<file path="src/rtl/mpmc11_rd_strip_collect.sv">
// mpmc11_rd_strip_collect
//
// Collects the read-data beats of one multi-strip read request into a
// full-width line buffer. Each beat fills one strip. A one-cycle done pulse
// tells the port read-return logic that line_data is complete.
//
// Optional feature: define MPMC11_RD_STRIP_TIMEOUT_EN to add a watchdog.
// The watchdog aborts a collection after TIMEOUT cycles without a beat and
// pulses timeout. When the macro is undefined, timeout is tied low and a
// collection waits indefinitely.
//
// Ports:
//   clk           system clock
//   rst           asynchronous active-high reset
//   start         one-cycle pulse; begin collecting a new read
//   num_strips    last strip index of the request (strip count = num_strips+1)
//   rd_data_valid app read data valid
//   rd_data       app read data beat (one strip)
//   line_data     assembled line, strip i in bits [i*DATA_WIDTH +: DATA_WIDTH]
//   strip_cnt     index of the next strip to be filled
//   busy          collection in progress
//   done          one-cycle pulse; line_data complete and valid
//   err           sticky: num_strips clamped or stray beat seen; cleared by start
//   timeout       one-cycle pulse; request aborted by the watchdog
module mpmc11_rd_strip_collect #(
  parameter int unsigned DATA_WIDTH = 128,
  parameter int unsigned MAX_STRIPS = 4,
  parameter int unsigned TIMEOUT    = 255
) (
  input  logic                             clk,
  input  logic                             rst,
  input  logic                             start,
  input  logic [7:0]                       num_strips,
  input  logic                             rd_data_valid,
  input  logic [DATA_WIDTH-1:0]            rd_data,
  output logic [DATA_WIDTH*MAX_STRIPS-1:0] line_data,
  output logic [7:0]                       strip_cnt,
  output logic                             busy,
  output logic                             done,
  output logic                             err,
  output logic                             timeout
);

  localparam int unsigned LaneW   = (MAX_STRIPS > 1) ? $clog2(MAX_STRIPS) : 1;
  localparam logic [7:0]  MaxLast = 8'(MAX_STRIPS - 1);

  typedef enum logic [1:0] {StIdle, StCollect, StDone} state_e;

  state_e                          state_q, state_d;
  logic [7:0]                      last_q, last_d;
  logic [DATA_WIDTH*MAX_STRIPS-1:0] line_q, line_d;
  logic [7:0]                      cnt_q, cnt_d;
  logic                            busy_q, busy_d;
  logic                            done_q, done_d;
  logic                            err_q, err_d;
  logic [LaneW-1:0]                lane;
  logic                            wd_fire;

  // strip_cnt never exceeds last < MAX_STRIPS, so its low bits select the lane.
  assign lane = cnt_q[LaneW-1:0];

`ifdef MPMC11_RD_STRIP_TIMEOUT_EN
  localparam int unsigned WdW = $clog2(TIMEOUT + 1);

  logic [WdW-1:0] wd_q, wd_d;
  logic           timeout_q;

  // Counts idle COLLECT cycles; any accepted beat or leaving COLLECT clears it.
  // A beat in the cycle the count would reach TIMEOUT wins over the abort.
  assign wd_fire = (state_q == StCollect) && !rd_data_valid && (wd_q == WdW'(TIMEOUT - 1));

  always_comb begin
    wd_d = '0;
    if (state_q == StCollect && !rd_data_valid && !wd_fire) begin
      wd_d = wd_q + 1'b1;
    end
  end

  always_ff @(posedge clk or posedge rst) begin
    if (rst) begin
      wd_q      <= '0;
      timeout_q <= 1'b0;
    end else begin
      wd_q      <= wd_d;
      timeout_q <= wd_fire;
    end
  end

  assign timeout = timeout_q;
`else
  logic unused_timeout_cfg;

  assign unused_timeout_cfg = (TIMEOUT != 0);
  assign wd_fire            = 1'b0;
  assign timeout            = 1'b0;
`endif

  always_comb begin
    state_d = state_q;
    last_d  = last_q;
    line_d  = line_q;
    cnt_d   = cnt_q;
    busy_d  = busy_q;
    done_d  = 1'b0;
    err_d   = err_q;

    unique case (state_q)
      StIdle: begin
        if (start) begin
          last_d  = (num_strips > MaxLast) ? MaxLast : num_strips;
          line_d  = '0;
          cnt_d   = '0;
          // A beat coinciding with start is dropped and flagged as stray.
          err_d   = (num_strips > MaxLast) || rd_data_valid;
          busy_d  = 1'b1;
          state_d = StCollect;
        end else if (rd_data_valid) begin
          err_d = 1'b1;
        end
      end

      StCollect: begin
        if (rd_data_valid) begin
          for (int i = 0; i < int'(MAX_STRIPS); i++) begin
            if (int'(lane) == i) begin
              line_d[i*DATA_WIDTH +: DATA_WIDTH] = rd_data;
            end
          end
          if (cnt_q != last_q) begin
            cnt_d = cnt_q + 8'd1;
          end else begin
            busy_d  = 1'b0;
            done_d  = 1'b1;
            state_d = StDone;
          end
        end else if (wd_fire) begin
          busy_d  = 1'b0;
          state_d = StIdle;
        end
      end

      StDone: begin
        state_d = StIdle;
        if (rd_data_valid) begin
          err_d = 1'b1;
        end
      end

      default: state_d = StIdle;
    endcase
  end

  always_ff @(posedge clk or posedge rst) begin
    if (rst) begin
      state_q <= StIdle;
      last_q  <= '0;
      line_q  <= '0;
      cnt_q   <= '0;
      busy_q  <= 1'b0;
      done_q  <= 1'b0;
      err_q   <= 1'b0;
    end else begin
      state_q <= state_d;
      last_q  <= last_d;
      line_q  <= line_d;
      cnt_q   <= cnt_d;
      busy_q  <= busy_d;
      done_q  <= done_d;
      err_q   <= err_d;
    end
  end

  assign line_data = line_q;
  assign strip_cnt = cnt_q;
  assign busy      = busy_q;
  assign done      = done_q;
  assign err       = err_q;

endmodule

</file>
<file path="config.mk">
export PLATFORM = sky130hd
export DESIGN_NAME = mpmc11_rd_strip_collect
export DESIGN_NICKNAME = d
export VERILOG_FILES = /design/src/rtl/mpmc11_rd_strip_collect.sv
export SDC_FILE = /design/constraint.sdc
export NUM_CORES = 1
export LEC_CHECK = 0
export ABC_CLOCK_PERIOD_IN_PS = 23400
export BUFFER_PORTS_ARGS = -buffer_cell sky130_fd_sc_hd__buf_2
export CAP_MARGIN = 20
export CORE_ASPECT_RATIO = 0.8
export CORE_MARGIN = 4
export CORE_UTILIZATION = 35
export CTS_CLUSTER_SIZE = 10
export DETAILED_ROUTE_END_ITERATION = 6
export HOLD_SLACK_MARGIN = 0.1
export PLACE_DENSITY = 0.64
export SLEW_MARGIN = 20
export SYNTH_ARGS = -nofsm -noshare
export SYNTH_HDL_FRONTEND = slang
export SYNTH_SLANG_ARGS = --single-unit
</file>
<file path="constraint.sdc">
create_clock -name clk -period 23.4 [get_ports clk]
set_input_delay 7.02 -clock clk [delete_from_list [all_inputs] [get_ports clk]]
set_output_delay 7.02 -clock clk [all_outputs]
set_load 0.05 [all_outputs]
</file>
-- Word-level counts from Yosys, hierarchy flattened
Index checks and enable logic that the tools add are counted.
- add/subtract/negate cells: 1
- order comparisons: 1
- mux-type cells: 26
- reduce and logical (&&, ||, !) cells: 13
- eq/ne operators: 14
- operator list (kind ; count):
    $mux W512 ; 2
    $pmux W512 S2 ; 1
    $mux W128 ; 4
    $mux W8 ; 4
    $reduce_and A4 Y1 ; 6
    $ne A2 B2 Y1 const B ; 8
    $pmux W8 S2 ; 1
    $add A8 B1 Y8 const B ; 1
    $gt A8 B2 Y1 const B ; 1
    $mux W1 ; 8
    $ne A8 B8 Y1 ; 1
    $eq A2 B2 Y1 const B ; 3
    $mux W2 ; 3
    $eq A2 B1 Y1 const B ; 2
    $logic_not A2 Y1 ; 2
    $pmux W1 S2 ; 2
    $pmux W2 S2 ; 1
    $reduce_bool A2 Y1 ; 2
    $reduce_and A3 Y1 ; 1
    $reduce_and A2 Y1 ; 1
    $logic_or A1 B1 Y1 ; 1
- bits of input ports: 140
- register bits after elaboration: 533
- logic and storage cells: 65
- output and inout port bits: 524

-- Longest topological paths before layout
Gate-level depths: netlist of the first run.
- depth in word-level cells: 4
- depth in mapped cells: 9
- gate-level depth less buffers: 5

-- Worst setup path after synthesis of the first run
OpenSTA, ideal clock, no wires.
- path type: input to register
- start point: input port start
- end point: register line_q[100] (netlist: line_data[100])
- arrival: 8001 ps
- path slack: 15278 ps
- data required time: 23278 ps
- stages on the path: 6
- library setup time: 122 ps
- buffers on the path: 2
- path through: nand2b_1 a21oi_4 o21ai_2 clkbuf_1 buf_2 a32o_1
- cells in the longest elaborated chain, start to end: 2
- RTL lines (element ; line ; RTL):
    start: declaration ; 32 ; input logic start,
    $ne A2 B2 Y1 (no source line) ; -- ;
    $reduce_and A4 Y1 (no source line) ; -- ;
    end signal: assignment ; 165 ; line_q <= line_d;
    end: declaration ; 51 ; logic [DATA_WIDTH*MAX_STRIPS-1:0] line_q, line_d;
No other way between the ends.
A chain may end at the register's enable or synchronous reset.

==> results.md, run 1 <==
* Largest cells by area after synthesis: dfrtp_1 (66%), a32o_1 (19%), nand2_1 (4.9%), buf_2 (3.0%), o21ai_0 (2.5%)
* Core area at roughly 57000 um2
* R2R depth at 5
* CP delay by family, top: buffers and inverters
* DRC at 0
* Worst-path clk slew at approximately 0.050 ns
* Io pins at around 660
* Die area at 61800 um2
* Largest net degree at the start of global routing at 206
* Worst slew margin at between 20% and 30%
* Synth Warn # at 0
* RePlAce Congestion at about 0.85
* CP startpoint: rst
* Root Driver: clkbuf_16
* Sequential share of the synthesized area at 65.9%
* CP most frequent cell: buf_4
* Final #Nets at around 2300
* Reg2Reg Setup Slack at between 15 and 20 ns
* Num CTS Buffers at 60
* Syn_area_per_cell at roughly 13 um2
* Die H at roughly 220 um
* Vias in the first global route at 16800
* Crit-path cells: buf_2 > inv_8 > buf_4 > buf_4 > buf_4
* TNS Setup at 0 ns
* Worst r2r dst: line_data[24]
* Critical path type: input port to asynchronous set/reset pin
* Clock Latency Late Sink at approximately 0.6 ns
* Row cnt at 78
* Synth Instances at ~1600
* Cts hold-fix bufs at 0
* Area delta synth->final at 26.1%
* First-pass GRT wire length at roughly 110000 um
* Syn Std Cell Area at ~20000 um2
* Worst Setup EP: line_data[235]
* #FFs+latches synth at about 530
* Crit. path cell count at 5
* Startpoint Class: input port
* DRT Wirelength at 70100 um
* Post-DR wirelength/cell at ~24 um
* Fmax at 102 MHz
* Final setup vio count at 0
* Vias post-DR at ~17000
* Ratio of cells with drive above 1 in the final layout at a little over a third
* Clock buffer depth at 3
* Post-synth top area share at 65.9%
* H-tree depth at 2
* Largest stage delay on the critical path at a little under 0.9 ns
* Period utilisation layout at a little over two fifths
* Max-cap viol count at 0
* Initial DRC count at about 1600
* Minimum clock period at 9.80 ns
* Post-synth top area cell: dfrtp_1
* Worst r2r src: state_q[0]
* Postcts setup bufs at 0
* Critical path capture point type: asynchronous set/reset pin
* Hold Path Class: flop to flop
* Port buffer count at 662
* Worst-Margin Slew at 1.09 ns
* Final Max Slew Viols at 0
* RSZ-0062 raised after global routing: false
* CP Buf/Inv Count at 5
* Final Skew at approximately 0.017 ns
* Total grt overflow at 0
* Worst path slowest cell: buf_4
* Initial core utilization at between 30% and 40%
* WP data arrival at between 10 and 15 ns
* Antenna violations before repair at 3
* Cell variety after synth at 35
* Via/cell ratio at 5.70
* PostCTS Resize Cnt at 0
* Remaining antenna violation count after routing at 0
* Overall routing resource usage at between 20% and 30%
* DIE WIDTH at roughly 280 um
* Crit Path Max Fanout at approximately 100
* Synthesized net count at 1715
* Outcome: finished clean
* Worst Path Required at 23.98 ns
* CTS tree: yes
* DP HPWL at between 40000 and 50000 um
* DR pass1 iterations at 5
* Final hold vios at 0
* Clock Sinks at about 530
[stage by stage]
step / util, % / instances / hold WS, ns / instance area (um2) / worst slack [ns]
floorplan: - / 1571 / 0.460 / 20200 / 1.48
global placement: 42.0 / 2844 / 0.457 / 23900 / 12.94
detailed placement: 42.0 / 2844 / 0.464 / 23900 / 12.85
CTS: 44.8 / 2914 / 0.477 / 25500 / 13.51
global route: 44.8 / 2917 / 0.496 / 25500 / 13.08
finish: 44.8 / 2917 / 0.471 / 25500 / 13.60
[final cells by class]
cell class              instances  area, um2
diodes                          3       7.51
clock buffers                  64       1550
clock inverters                 6       62.6
fillers                      5364      31500
inverters                       6       30.0
multi-input cells             859       6090
flip-flops and latches        533      13300
well taps                     760        951
repair buffers                686       3510
[flip-flops by register name (all words and copies together), names as in the netlist]
signal,cells
line_data,512
last_q,8
strip_cnt,8
state_q,2
busy,1
done,1
err,1
[layer usage]
metal	share of wire (%)	vias to the layer above	global-route usage, %
li1	-	7113	-
met1	39	8516	28.3
met2	49	847	35.7
met3	8.5	148	5.07
met4	3.5	0	7.80
met5	0	-	0
[layout by cell type, fill, tap and decap left out, types with 4 or more instances in the layout]
master / count
clkbuf_16: 61
o21ai_0: 103
o21ai_1: 37
dfrtp_1: 532
or3_1: 6
inv_1: 4
ha_1: 4
nand2_1: 266
a21oi_4: 4
buf_4: 23
a32o_1: 384
xnor2_1: 6
nand4_1: 6
a21oi_1: 6
and2_1: 7
nor2_1: 7
buf_2: 662
[Yosys cell counts]
library cell,number
dfrtp_1,533
a32o_1,384
nand2_1,266
buf_2,123
o21ai_0,103
o21ai_1,37
clkbuf_1,34
buf_4,10
a21oi_1,9
and2_1,7
nor2_1,7
nand4_1,6
or3_1,6
xnor2_1,6
inv_1,5
ha_1,4
and3_1,3
buf_1,3
buf_6,3
nand2b_1,3
o21ai_2,3
a21o_1,2
xor2_1,2
a21oi_4,1
conb_1,1
inv_2,1
mux2_2,1
mux2i_1,1
nand2_2,1
nand3_1,1
nor2_2,1
nor3_1,1
nor4_1,1
nor4b_2,1
o2bb2ai_1,1
[worst min-delay path by stage]
stage                        start             end  depth (start not counted)
finish              line_data[462]  line_data[462]                          2
global route        line_data[462]  line_data[462]                          2
CTS                 line_data[462]  line_data[462]                          2
detailed placement  line_data[505]  line_data[505]                          2
global placement    line_data[443]  line_data[443]                          2
floorplan                last_q[0]       last_q[0]                          2
[kinds of logic after synthesis]
family	Yosys count	synth area share, %
compound gates	540	23.0
flops	533	65.9
simple gates	304	6.05
buf+inv	179	4.37
xor+xnor	8	0.346
fa+ha+maj	4	0.247
mux	2	0.105
other cells	1	0.0185
[tightest hold or removal path: cells and delay by family, from the launching register on]
kind / cells / cell delay (ns)
and+or+nand+nor: 1 / 0.05
DFF: 1 / 0.33
AOI/OAI and AO/OA: 1 / 0.06
Power of run 1 is left out: the tool's default activity adds up to more than one toggle a clock period on the data nets, which glitch-free logic cannot reach.
==> run 2, diff against run 1 <==
- ABC_CLOCK_PERIOD_IN_PS: 23400 -> 9800
- clock period: 23.4 -> 9.8 ns (I/O delays scaled with it)
==> results.md, run 2 (synthesized netlist as in run 1, its figures left out) <==
* Fmax at approximately 210 MHz
* Clock Sinks at 533 (unchanged)
* Worst Path Required at 10.31 ns (was 23.98 ns)
* DIE WIDTH at 277 um (unchanged)
* Ratio of cells with drive above 1 in the final layout at 35.5% (was 35.7%)
* RSZ-0062 raised after global routing: false (unchanged)
* Highest-count cells in the layout ignoring fill and taps: buf_2 (662), dfrtp_1 (532), a32o_1 (384), nand2_1 (266), o21ai_0 (103) (unchanged)
* Worst Setup EP: line_data[100] (was line_data[235])
* Period utilisation layout at 48.8%
* Final #Nets at 2290 (unchanged)
* Worst-Margin Slew at 1.17 ns (was 1.09 ns)
* Port buffer count at 662 (unchanged)
* DR pass1 iterations at 5 (unchanged)
* Die H at 223 um (unchanged)
* DP HPWL at 47100 um (was 45900 um)
* PostCTS Resize Cnt at 0 (unchanged)
* DRT Wirelength at 70700 um (was 70100 um)
* Row cnt at 78 (unchanged)
* Critical path capture point type: flop (was asynchronous set/reset pin)
* Worst r2r src: state_q[0] (unchanged)
* Num CTS Buffers at 60 (unchanged)
* Clock Latency Late Sink at 0.60 ns (about the same)
* Cts hold-fix bufs at 0 (unchanged)
* Outcome: finished clean (unchanged)
* First-pass GRT wire length at 107000 um (about the same)
* Final hold vios at 0 (unchanged)
* Worst-path clk slew at 0.05 ns (about the same)
* Final Skew at 0.0165 ns (was 0.0169 ns)
* Io pins at 664 (unchanged)
* Die area at 61800 um2 (unchanged)
* Max-cap viol count at 0 (unchanged)
* Largest net degree at the start of global routing at 224 (was 206)
* Vias in the first global route at 16500 (was 16800)
* Final setup vio count at 0 (unchanged)
* DRC at 0 (unchanged)
* Overall routing resource usage at 21.9% (was 21.7%)
* WP data arrival at 5.30 ns (was 10.38 ns)
* Startpoint Class: input port (unchanged)
* Max reg flops at 512 (unchanged)
* Most common cell after layout, fill and taps aside: buf_2 (unchanged)
* Worst slew margin at 21.9% (was 27.3%)
* Postcts setup bufs at 0 (unchanged)
* Minimum clock period at about 4.8 ns
* Root Driver: clkbuf_16 (unchanged)
* R2R depth at 5 (unchanged)
* Initial DRC count at 1613 (was 1568)
* Crit Path Max Fanout at 57 (was 103)
* H-tree depth at 2 (unchanged)
* Clock buffer depth at 3 (unchanged)
* Post-DR wirelength/cell at 24.2 um (was 24.0 um)
* Hold Slack at 0.475 ns (was 0.471 ns)
* Vias post-DR at 16800 (was 16600)
* Via/cell ratio at 5.74 (was 5.70)
* Initial core utilization at 35.5% (unchanged)
* Fill cell count at 5309 (was 5364)
* Final Max Slew Viols at 0 (unchanged)
* Reg2Reg Setup Slack at 6.03 ns (was 19.24 ns)
* CP startpoint: start (was rst)
* Worst r2r dst: line_data[100] (was line_data[24])
* RePlAce Congestion at 0.871 (was 0.853)
* Area delta synth->final at 26.3% (was 26.1%)
* Antenna violations before repair at 5 (was 3)
* CTS tree: yes (unchanged)
* Hold Path Class: flop to flop (unchanged)
* Remaining antenna violation count after routing at 0 (unchanged)
* Total grt overflow at 0 (unchanged)
* Critical path type: input port to flop (was input port to asynchronous set/reset pin)
* Core area at 57000 um2 (unchanged)
==> run 2: critical path, stage by stage <==
cell	delay, ns
buf_2	0.13
nand2b_1	0.15
a21oi_4	0.15
o21ai_4	0.33
buf_4	0.62
buf_4	0.70
a32o_1	0.23
==> run 2: worst min path at each step <==
stage                    from              to  slack, ns  depth (start not counted)
6_report       line_data[452]  line_data[452]       0.47                          2
4_1_cts        line_data[508]  line_data[508]       0.48                          2
2_1_floorplan       last_q[0]       last_q[0]       0.46                          2
3_5_place_dp   line_data[452]  line_data[452]       0.47                          2
3_3_place_gp   line_data[428]  line_data[428]       0.46                          2
5_1_grt        line_data[476]  line_data[476]       0.49                          2
==> run 2: through the flow <==
step	TNS, ns	utilization (%)	setup WS, ns	std cells	instance area (um2)
floorplan	-205.77	-	-0.386	1571	20300
global placement	0	42.0	4.47	2844	24000
detailed placement	0	42.0	4.37	2844	24000
CTS	0	44.8	5.01	2915	25600
global route	0	44.9	4.90	2920	25600
finish	0	44.9	5.01	2920	25600
==> run 2: area by class of cell <==
cell class | instances | area, um2 | share of cell area (%)
clock inverter | 4 | 62.6 | 0.245
multi-input combinational | 859 | 6090 | 23.8
sequential | 533 | 13300 | 52.2
timing repair buffer | 686 | 3550 | 13.9
inverter | 6 | 26.3 | 0.103
antenna | 5 | 12.5 | 0.0489
clock buffer | 67 | 1540 | 6.01
tap | 760 | 951 | 3.72
==> run 2: per-layer routing <==
layer	GRT usage, %	wire (um)
met1	28.4	27600
met2	36.1	34600
met3	5.34	6170
met4	7.80	2360
met5	0	0
Power of run 2 is left out for the same reason.
